==> config.mk <==
export PLATFORM = sky130hd
export DESIGN_NAME = mem_port_arbiter
export DESIGN_NICKNAME = d
export VERILOG_FILES = /design/src/rtl/mem_port_arbiter.sv
export SDC_FILE = /design/constraint.sdc
export NUM_CORES = 1
export LEC_CHECK = 0
export BUFFER_PORTS_ARGS = -buffer_cell sky130_fd_sc_hd__buf_2
export CORE_AREA = 5 5 78 80
export CTS_BUF_LIST = sky130_fd_sc_hd__clkbuf_2 sky130_fd_sc_hd__clkbuf_4 sky130_fd_sc_hd__clkbuf_8
export DETAILED_ROUTE_END_ITERATION = 6
export DIE_AREA = 0 0 83 85
export GPL_TIMING_DRIVEN = 0
export PLACE_DENSITY_LB_ADDON = 0.08
export SYNTH_ARGS = -nofsm -noshare
export SYNTH_HDL_FRONTEND = slang
export SYNTH_SLANG_ARGS = --single-unit
==> constraint.sdc <==
create_clock -name CLOCK_50 -period 1.7 [get_ports CLOCK_50]
set_input_delay 0 -clock CLOCK_50 [delete_from_list [all_inputs] [get_ports CLOCK_50]]
set_output_delay 0 -clock CLOCK_50 [all_outputs]
set_load 0.05 [all_outputs]
==> src/rtl/mem_port_arbiter.sv <==
// mem_port_arbiter
//   Shares one single-port synchronous word RAM between the core's
//   instruction-fetch port and its load/store port. Data accesses win,
//   except that after MAX_D_STREAK consecutive data grants while a fetch is
//   waiting, the fetch is granted. Read data returns one cycle after the
//   grant and is routed to the port that issued the read.
//
//   Optional feature macro: ARB_STATS_EN adds saturating 16-bit counters
//   stat_if_wait (cycles fetch waited) and stat_d_cnt (data grants).
//
// Ports
//   CLOCK_50, RESET_N        clock, async active-low reset
//   if_req/if_addr           fetch request (held until if_gnt)
//   if_gnt                   fetch granted this cycle (combinational)
//   if_rvalid/if_rdata       fetch read return, one cycle after if_gnt
//   d_req/d_we/d_addr/
//   d_wdata/d_be             data request (held until d_gnt)
//   d_gnt                    data granted this cycle (combinational)
//   d_rvalid/d_rdata         load return, one cycle after a load grant
//   mem_en/mem_we/mem_be/
//   mem_addr/mem_wdata       RAM command, zeroed when idle
//   mem_rdata                RAM read data, valid the cycle after a read
//
// Read-owner FSM
//   state | meaning
//   NONE  | no read in flight; mem_rdata belongs to nobody
//   IF_RD | mem_rdata this cycle answers a fetch
//   D_RD  | mem_rdata this cycle answers a load
module mem_port_arbiter #(
  parameter int ADDR_W       = 11,
  parameter int DATA_W       = 32,
  parameter int MAX_D_STREAK = 4
) (
  input  logic                CLOCK_50,
  input  logic                RESET_N,
  input  logic                if_req,
  input  logic [ADDR_W-1:0]   if_addr,
  output logic                if_gnt,
  output logic                if_rvalid,
  output logic [DATA_W-1:0]   if_rdata,
  input  logic                d_req,
  input  logic                d_we,
  input  logic [ADDR_W-1:0]   d_addr,
  input  logic [DATA_W-1:0]   d_wdata,
  input  logic [DATA_W/8-1:0] d_be,
  output logic                d_gnt,
  output logic                d_rvalid,
  output logic [DATA_W-1:0]   d_rdata,
  output logic                mem_en,
  output logic                mem_we,
  output logic [DATA_W/8-1:0] mem_be,
  output logic [ADDR_W-1:0]   mem_addr,
  output logic [DATA_W-1:0]   mem_wdata,
  input  logic [DATA_W-1:0]   mem_rdata
`ifdef ARB_STATS_EN
  ,
  output logic [15:0]         stat_if_wait,
  output logic [15:0]         stat_d_cnt
`endif
);

  localparam logic [3:0] STREAK_MAX = 4'(MAX_D_STREAK);

  typedef enum logic [1:0] {
    NONE  = 2'd0,
    IF_RD = 2'd1,
    D_RD  = 2'd2
  } rd_state_t;

  rd_state_t  state_q, state_d;
  logic [3:0] streak_q, streak_d;

  // Data wins unless fetch is waiting and data already used its streak.
  assign d_gnt  = d_req && (!if_req || (streak_q < STREAK_MAX));
  assign if_gnt = if_req && !d_gnt;
  assign mem_en = if_gnt || d_gnt;

  always_comb begin
    mem_we    = 1'b0;
    mem_be    = '0;
    mem_addr  = '0;
    mem_wdata = '0;
    if (d_gnt) begin
      mem_we    = d_we;
      mem_be    = d_we ? d_be : '1;
      mem_addr  = d_addr;
      mem_wdata = d_wdata;
    end else if (if_gnt) begin
      mem_be    = '1;
      mem_addr  = if_addr;
    end
  end

  // The streak only counts data grants that actually made a fetch wait.
  always_comb begin
    streak_d = streak_q;
    if (!if_req || if_gnt) begin
      streak_d = '0;
    end else if (d_gnt && (streak_q < STREAK_MAX)) begin
      streak_d = streak_q + 4'd1;
    end
  end

  always_ff @(posedge CLOCK_50 or negedge RESET_N) begin
    if (!RESET_N) begin
      state_q  <= NONE;
      streak_q <= '0;
    end else begin
      state_q  <= state_d;
      streak_q <= streak_d;
    end
  end

  always_comb begin
    state_d   = NONE;
    if_rvalid = 1'b0;
    d_rvalid  = 1'b0;
    if_rdata  = '0;
    d_rdata   = '0;
    if (if_gnt) begin
      state_d = IF_RD;
    end else if (d_gnt && !d_we) begin
      state_d = D_RD;
    end
    case (state_q)
      IF_RD: begin
        if_rvalid = 1'b1;
        if_rdata  = mem_rdata;
      end
      D_RD: begin
        d_rvalid = 1'b1;
        d_rdata  = mem_rdata;
      end
      default: ;
    endcase
  end

`ifdef ARB_STATS_EN
  always_ff @(posedge CLOCK_50 or negedge RESET_N) begin
    if (!RESET_N) begin
      stat_if_wait <= '0;
      stat_d_cnt   <= '0;
    end else begin
      if (if_req && !if_gnt && (stat_if_wait != 16'hFFFF)) begin
        stat_if_wait <= stat_if_wait + 16'd1;
      end
      if (d_gnt && (stat_d_cnt != 16'hFFFF)) begin
        stat_d_cnt <= stat_d_cnt + 16'd1;
      end
    end
  end
`endif

endmodule

==> out/qor.yml <==
status:
  run_status: "finished, final reports clean"
worst_hold_path:
  whs_endpoint: "state_q[1]"
  hold_class: "in2reg"
  hold-path-cell-count: 2
  worst_hold_launch: "d_we"
placed_design:
  placedCellCount: 461
  port_buffers: 211
  dpl.hpwl_mm: 5.359
  placement.setup.worst_slack_ns: 0.2937
  gp_congestion: 0.8329
die:
  initial_core_util_pct: 22.88
  floorplan.rows: 27
  core_area_mm2: 0.005338
  die-width_um: 83
  pin_count: 212
  design.die.area_mm2: 0.007055
  y_dimension_of_the_die_um: 85
clock_network:
  cts.sinks: 6
  clkTransAtPathRegs_ns: 0.04
  cts_post_setup_buffers_inserted: 0
  cts_max_path_buffers: 2
  worstSkewPairLatency_ns: 0.22
  clock_tree.htree_level_count: 1
  tritoncts: "built"
  cts_root_buffer: "sky130_fd_sc_hd__clkbuf_8"
  cts_buffers: 3
power_and_ir_drop:
  switching_share_pct: 56.85
  clkPwrFrac_pct: 15.7
  combinationalPowerShare_pct: 72.8
  power.net_switching_uw: 755.0
  p_seq_share_pct: 11.5
  p_int_uw: 573.1
  leakage_dissipation_uw: 0.001644
  power.density_mw_per_mm2: 548.6
  power.ir.vdd_worst_uv: 206.8
sta:
  finalWorstSetupSlack_ns: 0.07937
  period_share_pct: 95.33
  rsz0062_at_grt: "no"
  fin_worst_hold_slack_ns: 0.005637
  number_of_failing_setup_endpoints_in_the_final_timing_report: 0
  period_minus_slack_ns: 1.621
  timing.fmax_ghz: 0.6170
  hold_viol: 0
  finalSetupTns_ns: 0
  final_max_slew_viol_count: 0
  worst_clock_skew_ns: 0.001741
drt:
  dr.first_iter.drc_count: 51
  drt_drc_violations_left: 0
  avgRoutedWirePerCell_um: 12.89
  drt_pass1_iterations: 4
  post_drt_via_cell_ratio: 4.249
  detailroute.via_count: 1976
  antenna_left: 0
  totalWireLength_mm: 5.994
finish:
  fill_cells: 554
  layout-drive-gt1-share_pct: 60.81
  finalNonFillerCells: 465
  nets: 491
  seqCellArea_um2: 150.1
  antennaDiodeCount: 0
  layout.core_utilization_pct: 45.36
  syn2layout_area_growth_pct: 98.26
  combined_area_of_the_multi_input_logic_cells_um2: 957.2
yosys:
  synth_seq_cells: 6
  synth.distinct_cells: 23
  synthesis.instances: 178
  yosysWarnings: 0
  synth_top_family_by_area: "simple AND/OR/NAND/NOR gates"
  synthesized_area_fraction_occupied_by_ao_oa_aoi_and_oai_cells_pct: 11.58
  synth_net_count: 274
  yosys.area_share.xor_xnor_pct: 0
  ys_seq_area_share_pct: 12.30
  synth_fa_ha_area_share_pct: 1.025
  simple_gate_fraction_of_synth_area_pct: 65.47
  synth.cell_area_mm2: 0.001221
  multiplexer_fraction_of_the_synthesized_cell_area_pct: 0
  synth_area_per_cell_um2: 6.861
grt:
  antenna_found_initial: 0
  grt_pass1_vias: 1895
  grt_first_pass_wirelength_mm: 8.935
  grt_use_total_pct: 15.06
  grt_max_degree: 11
  overflow: 0
setup_path:
  cp_data_required_time_ns: 1.70
  rr_startpoint: "streak_q[2]"
  path_cells: "o21ai_2 -> buf_6 -> and3_1 -> buf_2"
  worst_setup_path_start_kind: "flop"
  worst_reg2reg_path_depth: 3
  critical_path_class: "reg2out"
  timing.critical_path.to_type: "primary output"
  critPathSlowestCell: "sky130_fd_sc_hd__dfrtp_1"
  reg2reg_slack_ns: 0.52
  critPathArrivalTime_ns: 1.62
  critical_path_fanout_max: 10
  timing.critical_path.buf_inv: 2
  crit_family: "buffers and inverters"
  r2r_end: "state_q[0]"
  cp_slowest_stage_delay_ns: 0.43
job:
  number_of_maximum_capacitance_constraint_violations: 0
-- kinds of logic after synthesis --
group	count (synthesis)
buffers and inverters	19
adder cells (fa/ha/maj)	1
AO/OA/AOI/OAI	17
flip-flops	6
other	1
AND/OR/NAND/NOR	134
-- placed cells by master, fill, tap and decap left out --
master	Yosys	layout
sky130_fd_sc_hd__conb_1	1	1
sky130_fd_sc_hd__o22ai_1	10	10
sky130_fd_sc_hd__nor2b_1	5	5
sky130_fd_sc_hd__and3_2	3	3
sky130_fd_sc_hd__nor3_1	1	1
sky130_fd_sc_hd__o22ai_2	5	5
sky130_fd_sc_hd__nor3b_4	1	1
sky130_fd_sc_hd__and4bb_2	1	1
sky130_fd_sc_hd__buf_2	5	216
sky130_fd_sc_hd__o21ai_2	1	1
sky130_fd_sc_hd__nand2_1	23	23
sky130_fd_sc_hd__buf_6	4	4
sky130_fd_sc_hd__and3_1	30	30
sky130_fd_sc_hd__o21a_1	1	1
sky130_fd_sc_hd__dlygate4sd3_1	0	1
sky130_fd_sc_hd__ha_1	1	1
sky130_fd_sc_hd__inv_1	2	2
sky130_fd_sc_hd__nor2_1	2	2
sky130_fd_sc_hd__buf_4	1	1
sky130_fd_sc_hd__clkbuf_2	2	4
sky130_fd_sc_hd__and2_1	66	66
sky130_fd_sc_hd__and2b_1	2	2
sky130_fd_sc_hd__dfrtp_1	6	6
sky130_fd_sc_hd__clkbuf_8	0	3
sky130_fd_sc_hd__clkbuf_1	5	3
-- through the flow --
stage | cell area, um2 | power (uW)
after detailed placement | 2367 | 1126
after global placement | 2367 | 1124
final | 2421 | 1328
after floorplan | 1221 | 846.3
after CTS | 2419 | 1346
after global routing | 2421 | 1405
-- power groups by stage --
stage	sequential [uW]	clock, uW	combinational [uW]
final	152	209	967
after global routing	153	229	1020
after CTS	152	219	975
after detailed placement	154	0	971
after global placement	154	0	970
after floorplan	154	0	693
-- synth_stat cells --
cell type                  count  area (um2)
sky130_fd_sc_hd__inv_1         2       7.510
sky130_fd_sc_hd__o21a_1        1       7.510
sky130_fd_sc_hd__dfrtp_1       6       150.1
sky130_fd_sc_hd__and2b_1       2       15.01
sky130_fd_sc_hd__buf_2         5       25.02
sky130_fd_sc_hd__nor2b_1       5       31.28
sky130_fd_sc_hd__clkbuf_1      5       18.77
sky130_fd_sc_hd__nor3b_4       1       18.77
sky130_fd_sc_hd__and3_1       30       187.7
sky130_fd_sc_hd__and4bb_2      1       12.51
sky130_fd_sc_hd__clkbuf_2      2       10.01
sky130_fd_sc_hd__nor3_1        1       5.000
sky130_fd_sc_hd__buf_6         4       45.04
sky130_fd_sc_hd__o21ai_2       1       8.760
sky130_fd_sc_hd__conb_1        1       3.750
sky130_fd_sc_hd__o22ai_2       5       62.56
sky130_fd_sc_hd__buf_4         1       7.510
sky130_fd_sc_hd__nand2_1      23       86.33
sky130_fd_sc_hd__ha_1          1       12.51
sky130_fd_sc_hd__o22ai_1      10       62.56
sky130_fd_sc_hd__and3_2        3       22.52
sky130_fd_sc_hd__nor2_1        2       7.510
sky130_fd_sc_hd__and2_1       66       412.9
-- state kept, by name, summed over array words and instances, names as in the netlist --
signal and count:
streak_q 4, state_q 2
-- how the worst max path moves through the flow --
stage / startpoint / end / depth (start not counted)
after detailed placement: streak_q[2] / mem_wdata[17] / 4
after floorplan: streak_q[2] / mem_addr[0] / 3
after global routing: streak_q[2] / mem_wdata[20] / 4
final: streak_q[2] / mem_wdata[17] / 4
after global placement: streak_q[2] / mem_wdata[17] / 4
after CTS: streak_q[2] / mem_wdata[17] / 4
-- layout make-up --
type | instances | area share [%]
timing repair buffer | 212 | 44.03
multi-input combinational | 153 | 39.53
inverter | 2 | 0.3101
buffer | 17 | 4.496
tap | 72 | 3.721
sequential | 6 | 6.202
clock buffer | 3 | 1.705
-- routing by layer --
metal | track usage, % | part of all wire, % | vias up
li1 | - | - | 1016
met1 | 16.76 | 38 | 828
met2 | 27.92 | 50 | 128
met3 | 4.369 | 10 | 4
met4 | 4.012 | 1.1 | 0
met5 | 0 | 0 | -
-- repair_timing --
item	in CTS	in global routing
endpoints found under the setup margin	0	5
resized for setup	0	4
hold buffers	1	0
endpoints found under the hold margin	6	0
Note: power is estimated with default switching activity, not from simulation.
